`src/rtl/fetch_sequencer.sv`:
```
// fetch_sequencer: instruction fetch sequencer.
// Reads instruction words from program memory over a req/ack handshake and
// holds them in the instruction register. It presents the opcode to the
// downstream halt check and then either dispatches the instruction to the
// execution driver or stops the machine. It owns the program counter.
// Optional feature macro: FETCH_TIMEOUT_EN adds a fetch watchdog that raises
// a sticky fault and halts when memory does not acknowledge within
// TIMEOUT_CYCLES fetch cycles. Without the macro, FETCH waits indefinitely
// and fault is constant 0.
module fetch_sequencer #(
  parameter int ADDR_WIDTH     = 8,
  parameter int INSTR_WIDTH    = 16,
  parameter int OPCODE_SIZE    = 8,
  parameter int TIMEOUT_CYCLES = 15
) (
  input  logic                              clk,
  input  logic                              rst_n,
  input  logic                              start,
  input  logic                              run_en,
  output logic                              mem_req,
  output logic [ADDR_WIDTH-1:0]             mem_addr,
  input  logic                              mem_ack,
  input  logic [INSTR_WIDTH-1:0]            mem_rdata,
  output logic [OPCODE_SIZE-1:0]            opcode,
  output logic [INSTR_WIDTH-OPCODE_SIZE-1:0] operand,
  output logic                              instr_valid,
  output logic                              exec_busy,
  input  logic                              exec_done,
  input  logic                              pc_load,
  input  logic [ADDR_WIDTH-1:0]             pc_load_value,
  output logic [ADDR_WIDTH-1:0]             pc,
  output logic                              halted,
  output logic                              fault
);

  typedef enum logic [2:0] {
    ST_IDLE    = 3'd0,
    ST_FETCH   = 3'd1,
    ST_DECODE  = 3'd2,
    ST_EXECUTE = 3'd3,
    ST_HALTED  = 3'd4
  } state_t;

  state_t                   state_r;
  logic [ADDR_WIDTH-1:0]    pc_r;
  logic [INSTR_WIDTH-1:0]   ir_r;
  logic                     mem_req_r;
  logic                     instr_valid_r;
  logic                     exec_busy_r;
  logic                     halted_r;
  logic                     fault_r;
  logic                     timeout_hit_s;

`ifdef FETCH_TIMEOUT_EN
  localparam int CNT_WIDTH = $clog2(TIMEOUT_CYCLES + 1);
  localparam logic [CNT_WIDTH-1:0] CNT_LAST = CNT_WIDTH'(TIMEOUT_CYCLES - 1);

  logic [CNT_WIDTH-1:0] fetch_cnt_r;

  // Fetch watchdog: zero outside FETCH (so it starts at 0 on entry) and
  // counts each FETCH cycle that ends without an ack.
  always_ff @(posedge clk) begin
    if (!rst_n) begin
      fetch_cnt_r <= '0;
    end else if (state_r != ST_FETCH) begin
      fetch_cnt_r <= '0;
    end else if (!mem_ack) begin
      fetch_cnt_r <= fetch_cnt_r + CNT_WIDTH'(1);
    end else begin
      fetch_cnt_r <= fetch_cnt_r;
    end
  end

  // The current FETCH cycle is the last one allowed; an ack in it still wins
  // because the FSM tests mem_ack first.
  assign timeout_hit_s = (state_r == ST_FETCH) && (fetch_cnt_r == CNT_LAST);
`else
  // No watchdog in this build: the limit only shapes the enabled variant, so
  // this expression is constant false.
  assign timeout_hit_s = (TIMEOUT_CYCLES < 0);
`endif

  // Sequencer FSM: owns pc, IR and every handshake/status output as registers.
  always_ff @(posedge clk) begin
    if (!rst_n) begin
      state_r       <= ST_IDLE;
      pc_r          <= '0;
      ir_r          <= '0;
      mem_req_r     <= 1'b0;
      instr_valid_r <= 1'b0;
      exec_busy_r   <= 1'b0;
      halted_r      <= 1'b0;
      fault_r       <= 1'b0;
    end else begin
      case (state_r)
        ST_IDLE: begin
          if (start) begin
            state_r   <= ST_FETCH;
            mem_req_r <= 1'b1;
          end else begin
            state_r   <= ST_IDLE;
            mem_req_r <= 1'b0;
          end
        end

        ST_FETCH: begin
          // Request and address stay put until the ack arrives.
          if (mem_ack) begin
            ir_r          <= mem_rdata;
            mem_req_r     <= 1'b0;
            instr_valid_r <= 1'b1;
            state_r       <= ST_DECODE;
          end else if (timeout_hit_s) begin
            mem_req_r <= 1'b0;
            fault_r   <= 1'b1;
            halted_r  <= 1'b1;
            state_r   <= ST_HALTED;
          end else begin
            mem_req_r <= 1'b1;
            state_r   <= ST_FETCH;
          end
        end

        ST_DECODE: begin
          // One-cycle decode window: the halt check's verdict is taken here.
          instr_valid_r <= 1'b0;
          if (run_en) begin
            pc_r        <= pc_r + ADDR_WIDTH'(1);
            exec_busy_r <= 1'b1;
            state_r     <= ST_EXECUTE;
          end else begin
            halted_r <= 1'b1;
            state_r  <= ST_HALTED;
          end
        end

        ST_EXECUTE: begin
          // A branch target is taken only together with exec_done.
          if (exec_done) begin
            exec_busy_r <= 1'b0;
            mem_req_r   <= 1'b1;
            state_r     <= ST_FETCH;
            if (pc_load) begin
              pc_r <= pc_load_value;
            end else begin
              pc_r <= pc_r;
            end
          end else begin
            exec_busy_r <= 1'b1;
            state_r     <= ST_EXECUTE;
          end
        end

        ST_HALTED: begin
          // Terminal: only reset leaves this state.
          halted_r  <= 1'b1;
          mem_req_r <= 1'b0;
          state_r   <= ST_HALTED;
        end

        default: begin
          // Unreachable encoding: fall back to a quiet idle machine.
          state_r       <= ST_IDLE;
          mem_req_r     <= 1'b0;
          instr_valid_r <= 1'b0;
          exec_busy_r   <= 1'b0;
          halted_r      <= 1'b0;
        end
      endcase
    end
  end

  assign mem_req     = mem_req_r;
  assign mem_addr    = pc_r;
  assign pc          = pc_r;
  assign opcode      = ir_r[INSTR_WIDTH-1 -: OPCODE_SIZE];
  assign operand     = ir_r[INSTR_WIDTH-OPCODE_SIZE-1:0];
  assign instr_valid = instr_valid_r;
  assign exec_busy   = exec_busy_r;
  assign halted      = halted_r;
  assign fault       = fault_r;

endmodule

```
`config.mk`:
```
export PLATFORM = sky130hd
export DESIGN_NAME = fetch_sequencer
export DESIGN_NICKNAME = d
export VERILOG_FILES = /design/src/rtl/fetch_sequencer.sv
export SDC_FILE = /design/constraint.sdc
export NUM_CORES = 1
export LEC_CHECK = 0
export ABC_AREA = 1
export CORE_MARGIN = 2
export CORE_UTILIZATION = 35
export DETAILED_ROUTE_END_ITERATION = 8
export PLACE_DENSITY = 0.69
export SYNTH_ARGS = -nofsm -noshare
export SYNTH_HDL_FRONTEND = slang
export SYNTH_SLANG_ARGS = --single-unit
export TNS_END_PERCENT = 5
```
`constraint.sdc`:
```
create_clock -name clk -period 1.8 [get_ports clk]
set_input_delay 0.36 -clock clk [delete_from_list [all_inputs] [get_ports clk]]
set_output_delay 0.36 -clock clk [all_outputs]
set_load 0.005 [all_outputs]
```
After elaboration in Yosys (flattened, before gate mapping)
Index checks and enable logic that the tools add are counted.
Word-level totals
  register bits after elaboration: 31
  bits in latches: 0
  memory bits (writable): 0
  memory bits (read-only): 0
  bits of input ports: 31
  memories: 0
Cells by class
  add/sub/neg operators: 1
  multiply operators: 0
  divide/modulo/power cells: 0
  $lt $le $gt $ge: 0
  equal/unequal tests: 9
  shift operators: 0
  mux-type cells: 20
  bitwise operators: 4
  reduce and logical (&&, ||, !) cells: 11
Operators with widths (count)
  2-to-1 mux 8 bit: 3
  case mux 8 bit (2 select lines): 1
  case mux 3 bit (5 select lines): 1
  != test 2 bit, second input constant: 5
  AND reduction 2 bit: 5
  OR reduction 3 bit: 3
  adder 8 x 1 -> 8 bit, second input constant: 1
  2-to-1 mux 1 bit: 8
  == test 3 x 2 -> 1 bit, second input constant: 2
  case mux 1 bit (3 select lines): 2
  2-to-1 mux 2 bit: 2
  inverter 1 bit: 4
  case mux 1 bit (4 select lines): 1
  AND reduction 4 bit: 1
  == test 3 x 1 -> 1 bit, second input constant: 1
  == test 3 bit, second input constant: 1
  zero test 3 bit: 1
  2-to-1 mux 3 bit: 1
  case mux 1 bit (2 select lines): 1
  nonzero test 2 bit: 1

Longest topological paths before layout
Gate-level depths: netlist of run 1.
  depth in word-level cells: 4
  depth in mapped cells: 10
  mapped depth without buffers: 8

Worst setup path before layout of run 1
No wires, ideal clock.
  path kind: register to register
  start point: register state_r[1]
  end point: register pc_r[6], in the netlist mem_addr[6]
  arrival: 1.157 ns
  required time: 1.680 ns
  setup slack: 0.523 ns
  stages on the path, launching flop included: 9
  clock period less this slack: 1.277 ns
  cells stage by stage: dfxtp_1 > buf_4 > nand2_4 > nor2_4 > inv_2 > buf_4 > or2_0 > nand3_1 > a21oi_1
Between the ends
  cells in the longest elaborated chain, start to end: 3
  elaborated cells on any way between the ends: 8
  classes of those cells: 5 x eq/ne; 1 x mux; 2 x reduce/logical
RTL lines
  from (decl): line 44  | state_t state_r;
  from (signal assigned): line 86  | state_r <= ST_IDLE;
  from (signal assigned): line 98  | state_r <= ST_FETCH;
  from (signal assigned): line 101  | state_r <= ST_IDLE;
  == test 3 x 2 -> 1 bit: line 95  | case (state_r)
  != test 2 bit (no line) or nonzero test 2 bit (tied branches)
  AND reduction 4 bit (no line)
  to (signal assigned): line 128  | pc_r <= pc_r + ADDR_WIDTH'(1);
  to (signal assigned): line 144  | pc_r <= pc_load_value;
  to (signal assigned): line 146  | pc_r <= pc_r;
  to (decl): line 45  | logic [ADDR_WIDTH-1:0] pc_r;
Several ways; a longest one is shown, not always the timed one.
A chain may end at the register's enable or synchronous reset.

Worst setup path after layout of run 1
  start point: register pc_r[4], in the netlist mem_addr[4]
  end point: output mem_addr[4]
RTL lines
  to (decl): line 21  | output logic [ADDR_WIDTH-1:0] mem_addr,
No word-level cell between the ends.

==> results.ini, run 1 <==
[clock_network]
cts_root_buffer=clkbuf_8
numCtsBuffers=5
htree_num_levels=2
cts_tree=yes
cts_buffer_depth=2
postCtsHoldBufs=0
cts_resized=0
clk_pin_slew_worst_paths_ns=0.06
worstSkewPairLatency_ns=0.28
cts_sinks=31
post_cts_buffers=0

[critical_path]
cpPeakStageDelay_ns=0.55
startpoint=mem_addr[4]
reg2reg_from=state_r[1]
cp_max_fo=8
cp_cell_sequence=clkdlybuf4s50_1
worst_setup_path_start_kind=flop
arrival_ns=1.29
path_class=reg2out
cp.buffers_inverters=1
crit_slowest_cell=clkdlybuf4s50_1
required_ns=1.44
critPathTopFamily=buffers and inverters
end_kind=output pin

[detailed_routing]
drtIter0Drc=92
wl_per_cell_um=11.8
post-route-drc-count=0
vias=1510
vias_per_cell=4.65
drt-pass1-iter-count=4
ant_nets=0
totalWireLength_um=3820

[global_routing]
overflow=0
antenna_found_initial=0
grt_use_total_pct=16.9
grt_max_degree=17
grt_pass1_wl_um=6720
grt_pass1_vias=1460

[floorplanning]
ioPinCount=68
rows=23
die_w_um=69.8
dieArea_um2=4880
die_y_um=69.8
coreArea_um2=4090
start_util_pct=37.1

[sta]
rsz0062_at_grt=no
tns_ns=0
setup_viol=0
skew_ns=0.00515
clock.fmax_mhz=605
finalMaxSlewViolations=0
fin_crit_sh_pct=91.8
finalHoldViolCount=0
finalCriticalPeriod_ns=1.65

[yosys]
synth_mux_area_share_pct=0
synthSimpleGateAreaFrac_pct=31.8
synth.distinct_cells=27
syn_area_per_cell_um2=7.12
synthCells=213
synth_nets=245
synth_seq_area_share_pct=40.9
synth_top_family_by_area=simple AND/OR/NAND/NOR gates
yosysWarnings=0
synth_compound_area_share_pct=13.9
synthAdderAreaFrac_pct=0.825
synthXorXnorAreaFrac_pct=0
yosys_register_bits=31
netlist_area_um2=1520

[worst_hold_path]
hp-class=reg2reg
hp-start=instr_valid

[outcome]
status=completed

[power_and_ir_drop]
p_leak_nw=0.910
ir_worst_vdd_uv=468
p_per_area_nw_per_um2=720

[final_layout]
synthToLayoutAreaGrowth_pct=48.5
final_nets=307
n_fill_cell=414
antenna_cells=0
final_util_pct=55.1
drive_above_1_share_pct=10.2

[placed_design]
dp_hpwl_um=2850
gp_congestion=0.836
port_buffers=66

[job]
maxCapViolations=0

-- kinds of logic after synthesis --
family / Yosys count
AND/OR/NAND/NOR: 108
buffers and inverters: 32
other: 1
flip-flops: 31
AO/OA/AOI/OAI: 40
adder cells (fa/ha/maj): 1
-- worst paths after layout --
path                                     to  slack, ns  cells after the start
worst min-delay path            instr_valid       0.47                      2
worst min register to register  instr_valid       0.47                      2
worst max-delay path            mem_addr[4]       0.15                      1
worst max register to register  mem_addr[7]       0.36                      8
-- state kept, by name (all words and copies together), names as in the netlist --
signal and cells:
ir_r 16, exec_busy 1, instr_valid 1, halted 1
mem_addr 8, state_r 3, mem_req 1
-- cells in the mapped netlist, drive strengths merged --
library cell	instances	share of area, %
ha	1	0.82
o211ai	1	0.50
a21oi	7	2.3
a31oi	3	1.2
o21ai	28	9.2
nand3	13	5.0
nor2	51	13
clkinv	1	0.33
buf	15	8.0
nand2	38	11
clkbuf	1	0.25
o2111ai	1	0.58
or2	3	1.2
inv	15	3.7
nand4	3	1.6
conb	1	0.25
dfxtp	31	41
-- worst register-to-register path: cells and delay by family, from the launching register on --
kind,cells,cell delay (ns)
compound gates,1,0.14
buf+inv,3,0.46
flops,1,0.47
simple gates,4,0.31
-- cell usage in the layout (no fill, tap or decap), types with 6 or more instances in the layout --
cell type        Yosys  final
clkdlybuf4s50_1      0     66
nor2_1              48     48
nand2_1             35     35
dfxtp_1             31     31
o21ai_0             28     28
inv_1               11     11
nand3_1             11     11
a21oi_1              7      7
clkbuf_8             0      6
-- where the power goes --
part / internal (mW) / switching [mW]
clock network: 0.299 / 0.244
logic: 0.185 / 0.127
registers: 0.730 / 0.0356
-- per-layer routing --
metal / share of wire, % / track usage (%)
met5: 0 / 0
met4: 1.0 / 4.49
met3: 6.7 / 5.09
met2: 44 / 26.5
met1: 48 / 22.7
-- layout make-up --
type	count	area [um2]	area share, %
well taps	50	62.6	2.78
flip-flops and latches	31	621	27.6
multi-input cells	150	709	31.5
repair buffers	71	711	31.6
clock inverters	1	5.00	0.222
inverters	16	61.3	2.72
clock buffers	6	82.6	3.67
-- through the flow --
step,hold WS [ns],instances,instance area (um2),worst slack [ns],power [mW]
6_report,0.472,325,2250,0.147,1.62
3_3_place_gp,0.447,318,2160,0.161,1.09
2_1_floorplan,0.447,213,1520,0.523,0.920
5_1_grt,0.493,325,2250,0.0625,1.72
3_5_place_dp,0.460,318,2160,0.131,1.10
4_1_cts,0.471,325,2250,0.137,1.64
Note: power is estimated with default switching activity, not from simulation.
==> inputs of run 2 (changes only) <==
--- a/config.mk
+++ b/config.mk
@@ -13,4 +13,3 @@
 export SYNTH_ARGS = -nofsm -noshare
 export SYNTH_HDL_FRONTEND = slang
 export SYNTH_SLANG_ARGS = --single-unit
-export TNS_END_PERCENT = 5
==> constraint.sdc (replaced) <==
create_clock -name clk -period 2.05 [get_ports clk]
set_input_delay 0.41 -clock clk [delete_from_list [all_inputs] [get_ports clk]]
set_output_delay 0.41 -clock clk [all_outputs]
set_load 0.005 [all_outputs]
==> results.ini, run 2 (same netlist as run 1, synthesis figures left out) <==
[outcome]
status=completed

[critical_path]
path_class=reg2out
cpPeakStageDelay_ns=0.56
cp_cell_sequence=clkdlybuf4s50_1
crit_slowest_cell=clkdlybuf4s50_1
end_kind=output pin
arrival_ns=1.31
regToRegEndpoint=ir_r[7]
r2r_slack_ns=0.44
cp.buffers_inverters=1
critPathTopFamily=buffers and inverters
required_ns=1.64
worst_setup_path_start_kind=flop
reg2reg_from=state_r[1]
r2r_cells=5
cp_max_fo=8

[clock_network]
cts_sinks=31
worstSkewPairLatency_ns=0.28
cts_resized=0
cts_tree=yes
cts_root_buffer=clkbuf_8
cts_buffer_depth=2
clk_pin_slew_worst_paths_ns=0.06
htree_num_levels=2
post_cts_buffers=0
numCtsBuffers=5
postCtsHoldBufs=0

[global_routing]
grt_pass1_vias=1380
grt_max_degree=20
antenna_found_initial=0
grt_pass1_wl_um=6240
overflow=0
grt_use_total_pct=15.8

[sta]
finalMaxSlewViolations=0
rsz0062_at_grt=no
fin_crit_sh_pct=83.8
setup_viol=0
skew_ns=0.00255
tns_ns=0
finalHoldViolCount=0
fin_ws_ns=0.332
clock.fmax_mhz=582
finalCriticalPeriod_ns=1.72

[placed_design]
place_ws_ns=0.161
gp_congestion=0.850
port_buffers=66
dp.cells=314
dp_hpwl_um=2760

[final_layout]
final_common_cell=clkdlybuf4s50_1
final_cell_mix=clkdlybuf4s50_1 (66), nor2_1 (48), nand2_1 (35), dfxtp_1 (31), o21ai_0 (28)
final_nets=303
top_register=ir_r
final_util_pct=53.9
largest_reg_flops=16
fin_cells=322
synthToLayoutAreaGrowth_pct=45.3
antenna_cells=0
drive_above_1_share_pct=8.46

[detailed_routing]
vias_per_cell=4.71
totalWireLength_um=3700
drtIter0Drc=77
ant_nets=0
post-route-drc-count=0
drt-pass1-iter-count=4
wl_per_cell_um=11.5
vias=1518

[power_and_ir_drop]
p_per_area_nw_per_um2=630
p_leak_nw=0.880
ir_worst_vdd_uv=425

[floorplanning]
ioPinCount=68
coreArea_um2=4090
dieArea_um2=4880
start_util_pct=37.1
die_y_um=69.8
rows=23
die_w_um=69.8

[worst_hold_path]
hp-start=halted
hold_path_depth=2
hp-class=reg2reg
min_to=halted

[job]
maxCapViolations=0

[run 2: how the worst max path moves through the flow]
| stage | startpoint | slack [ns] | depth (start not counted) | endpoint |
|---|---|---|---|---|
| 2_1_floorplan | state_r[1] | 0.77 | 8 | mem_addr[6] |
| 3_3_place_gp | run_en | 0.21 | 8 | mem_addr[4] |
| 3_5_place_dp | run_en | 0.16 | 8 | mem_addr[0] |
| 4_1_cts | mem_addr[4] | 0.32 | 1 | pc[4] |
| 5_1_grt | mem_addr[4] | 0.25 | 1 | pc[4] |
| 6_report | mem_addr[4] | 0.33 | 1 | pc[4] |
[run 2: stage by stage]
step,hold slack [ns],instance area (um2),power (mW)
2_1_floorplan,0.447,1520,0.808
3_3_place_gp,0.448,2120,0.950
3_5_place_dp,0.448,2120,0.953
4_1_cts,0.463,2200,1.41
5_1_grt,0.489,2200,1.47
6_report,0.456,2200,1.39
[run 2: where the power goes]
part / leakage [nW] / switching [mW] / internal, mW / total, mW
clock network: 0.0422 / 0.215 / 0.238 / 0.452
registers: 0.253 / 0.0324 / 0.641 / 0.673
logic: 0.585 / 0.108 / 0.155 / 0.263
[run 2: per-layer routing]
layer / global-route usage, % / up-vias / share of wire, %
met4: 4.49 / 0 / 0.97
li1: - / 792 / -
met5: 0 / - / 0
met3: 5.23 / 4 / 7.2
met1: 20.9 / 667 / 46
met2: 24.7 / 55 / 46
[run 2: cell type report]
cell class              instances  area, um2
flip-flops and latches         31        621
fillers                       434       1880
multi-input cells             150        709
inverters                      16       61.3
clock buffers                   7       76.3
clock inverters                 1       5.00
well taps                      50       62.6
repair buffers                 67        668
[run 2: worst register-to-register path, stage by stage (launching register included)]
cell	delay, ns
dfxtp_1	0.55
inv_1	0.15
nand3_2	0.31
clkinv_2	0.29
nor2_1	0.15
nor2_1	0.06
==> RTL change, RTL diff (config.mk and constraints of run 1) <==
The 5 states of `state_t` get a one-hot encoding in 5 bits.
--- a/src/rtl/fetch_sequencer.sv
+++ b/src/rtl/fetch_sequencer.sv
@@ -33,12 +33,12 @@
   output logic                              fault
 );
 
-  typedef enum logic [2:0] {
-    ST_IDLE    = 3'd0,
-    ST_FETCH   = 3'd1,
-    ST_DECODE  = 3'd2,
-    ST_EXECUTE = 3'd3,
-    ST_HALTED  = 3'd4
+  typedef enum logic [4:0] {
+    ST_IDLE    = 5'b00001,
+    ST_FETCH   = 5'b00010,
+    ST_DECODE  = 5'b00100,
+    ST_EXECUTE = 5'b01000,
+    ST_HALTED  = 5'b10000
   } state_t;
 
   state_t                   state_r;
Behaviour: same outputs for any inputs over 10 cycles, from zero or initial values and one cycle with rst_n low; not proved beyond that.
==> RTL change against run 1 <==
- sequential cell count rose by 2
- via count up 12%
- synthesized area rose by 11%
- total power is 7.9% lower
- count of clock-buffer cells in the layout decreased by 1
- die area increased by 10%
- maximum frequency is 3.0% higher
- register-to-register slack got worse by 0.09 ns
- worst setup slack gained 0.049 ns
- design area is 7.4% higher
- routed wire length is 4.1% higher
- synthesized cell count is 19% higher
==> RTL change: results (changes against run 1) <==
outcome:
  status: "finished, final reports clean"
finish:
  finalNetCount: 349  # +14%
  top_register: "ir_r"
  final_layout_size_suffix_gt1_frac: 0.07911  # -0.02270
  diodes: 0  # unchanged
  largest_reg_flops: 16  # unchanged
setup_path:
  worst_ep_arrival_time_ns: 1.24  # -0.05 ns
  rrSetupSlack_ns: 0.27  # -0.09 ns
  slowest_stage: "clkdlybuf4s50_1"
  worstReg2RegStart: "state_r[1]"
  ff2ff_path_depth: 7  # -1
  critPathMaxFanout: 7  # -1
  crit_family: "buffers and inverters"
  cp_slowest_stage_delay_ns: 0.55  # about the same
  reg2reg_to: "mem_addr[4]"
grt:
  antenna_found_initial: 0  # unchanged
  grt_first_pass_wirelength_um: 6755  # +0.52%
  grt_max_degree: 33  # +16
  grt_usage: 0.1554  # -0.01395
  grt_pass1_vias: 1607  # +10%
route:
  dr.first_iter.drc_count: 86  # -6.5%
  dr_total_vias: 1697  # +12%
  first_pass_iters: 6  # +2
  wl_um: 3976  # +4.1%
yosys:
  synth_area_leaders: "dfxtp_1 (39%), nor2_1 (14%), nand2_1 (12%)"
  yosysSeqAreaShare: 0.3931  # -0.01609
  synth_ff_type: "dfxtp_1"
  yosys-top-cells-count: "nor2_1 (64), nand2_1 (54), dfxtp_1 (33)"
  yosys_warnings: 0  # unchanged
  synth_nets: 286  # +17%
  synth_cell_type_count: 25  # -7.4%
  ys_async_sr_fraction: 0  # unchanged
place:
  pre_cts_slack_ns: 0.1655  # +0.03442 ns
  portBuffers: 66  # unchanged
  detailed_place_hpwl_um: 2895  # +1.5%
  gp_congestion: 0.8383  # +0.34%
  place_area_um2: 2345  # +8.3%
power:
  leakage_nw: 1.139  # +25%
  swShare: 0.2374  # -0.01324
  vdd_drop_max_uv: 378.0  # -19%
clock_network:
  htree_levels: 2  # unchanged
  root_buffer: "clkbuf_8"
  clk_latency_ns: 0.28  # about the same
  numCtsBuffers: 5  # unchanged
  cts_buffer_depth: 2  # unchanged
  clk_pin_slew_ns: 0.06  # about the same
  cts_resized: 0  # unchanged
  post_cts_buffers: 0  # unchanged
timing:
  holdWs_ns: 0.4723  # +0.0006700 ns
  fin_skew_ns: 0.004509  # -0.0006444 ns
worst_hold_path:
  hold_path_end: "halted"
  min_from: "halted"
  holdPathStages: 2  # unchanged
  worst_hold_path_type: "register to register"
## RTL change: cell count changes after synthesis, sizes merged, moves of 5 or more
cell	change
inv	+11
nand2	+18
nand3	+5
nor2	+17
o21ai	-8
## RTL change: worst max path at each step
stage           startpoint           to  slack, ns  cells after the start
4_1_cts        mem_addr[2]  mem_addr[2]       0.18                      1
6_report       mem_addr[2]  mem_addr[2]       0.20                      1
2_1_floorplan   state_r[1]     ir_r[12]       0.54                      8
5_1_grt         state_r[0]  mem_addr[2]       0.12                      7
3_5_place_dp        run_en  mem_addr[5]       0.17                      6
3_3_place_gp        run_en  mem_addr[7]       0.23                      6
## RTL change: cells by family (layout without fill, tap and decap cells)
logic type | after synthesis | in the layout | share of synthesized area
simple gates | 152 | 152 | 0.3909
buf+inv | 42 | 104 | 0.1303
flops | 33 | 33 | 0.3931
compound gates | 25 | 25 | 0.07595
fa+ha+maj | 1 | 1 | 0.007445
other cells | 1 | 1 | 0.002232
## RTL change: stage by stage
stage / power [mW] / std cells
final: 1.493 / 370
after global placement: 1.006 / 364
after detailed placement: 1.007 / 364
after global routing: 1.561 / 370
after floorplan: 0.8784 / 254
after CTS: 1.509 / 370
## RTL change: final cells by class
type	count	area [um^2]
Clock buffer	5	68.82
Clock inverter	1	5.005
Fill cell	466	2242
Inverter	26	97.59
Multi-Input combinational cell	179	800.8
Sequential cell	33	660.6
Tap cell	54	67.56
Timing Repair Buffer	72	718.2
## RTL change: routing by layer
| layer | vias up | part of all wire | GRT usage |
|---|---|---|---|
| met1 | 723 | 0.48 | 0.1976 |
| li1 | 907 | - | - |
| met3 | 5 | 0.085 | 0.05898 |
| met2 | 62 | 0.43 | 0.2523 |
| met4 | 0 | 0.0070 | 0.03232 |
| met5 | - | 0 | 0 |
## RTL change: power groups by stage
stage / Combinational [mW] / Sequential [mW] / Clock [mW]
6_report: 0.216 / 0.775 / 0.502
5_1_grt: 0.240 / 0.777 / 0.543
4_1_cts: 0.218 / 0.775 / 0.516
3_5_place_dp: 0.217 / 0.791 / 0
3_3_place_gp: 0.216 / 0.789 / 0
2_1_floorplan: 0.0876 / 0.791 / 0
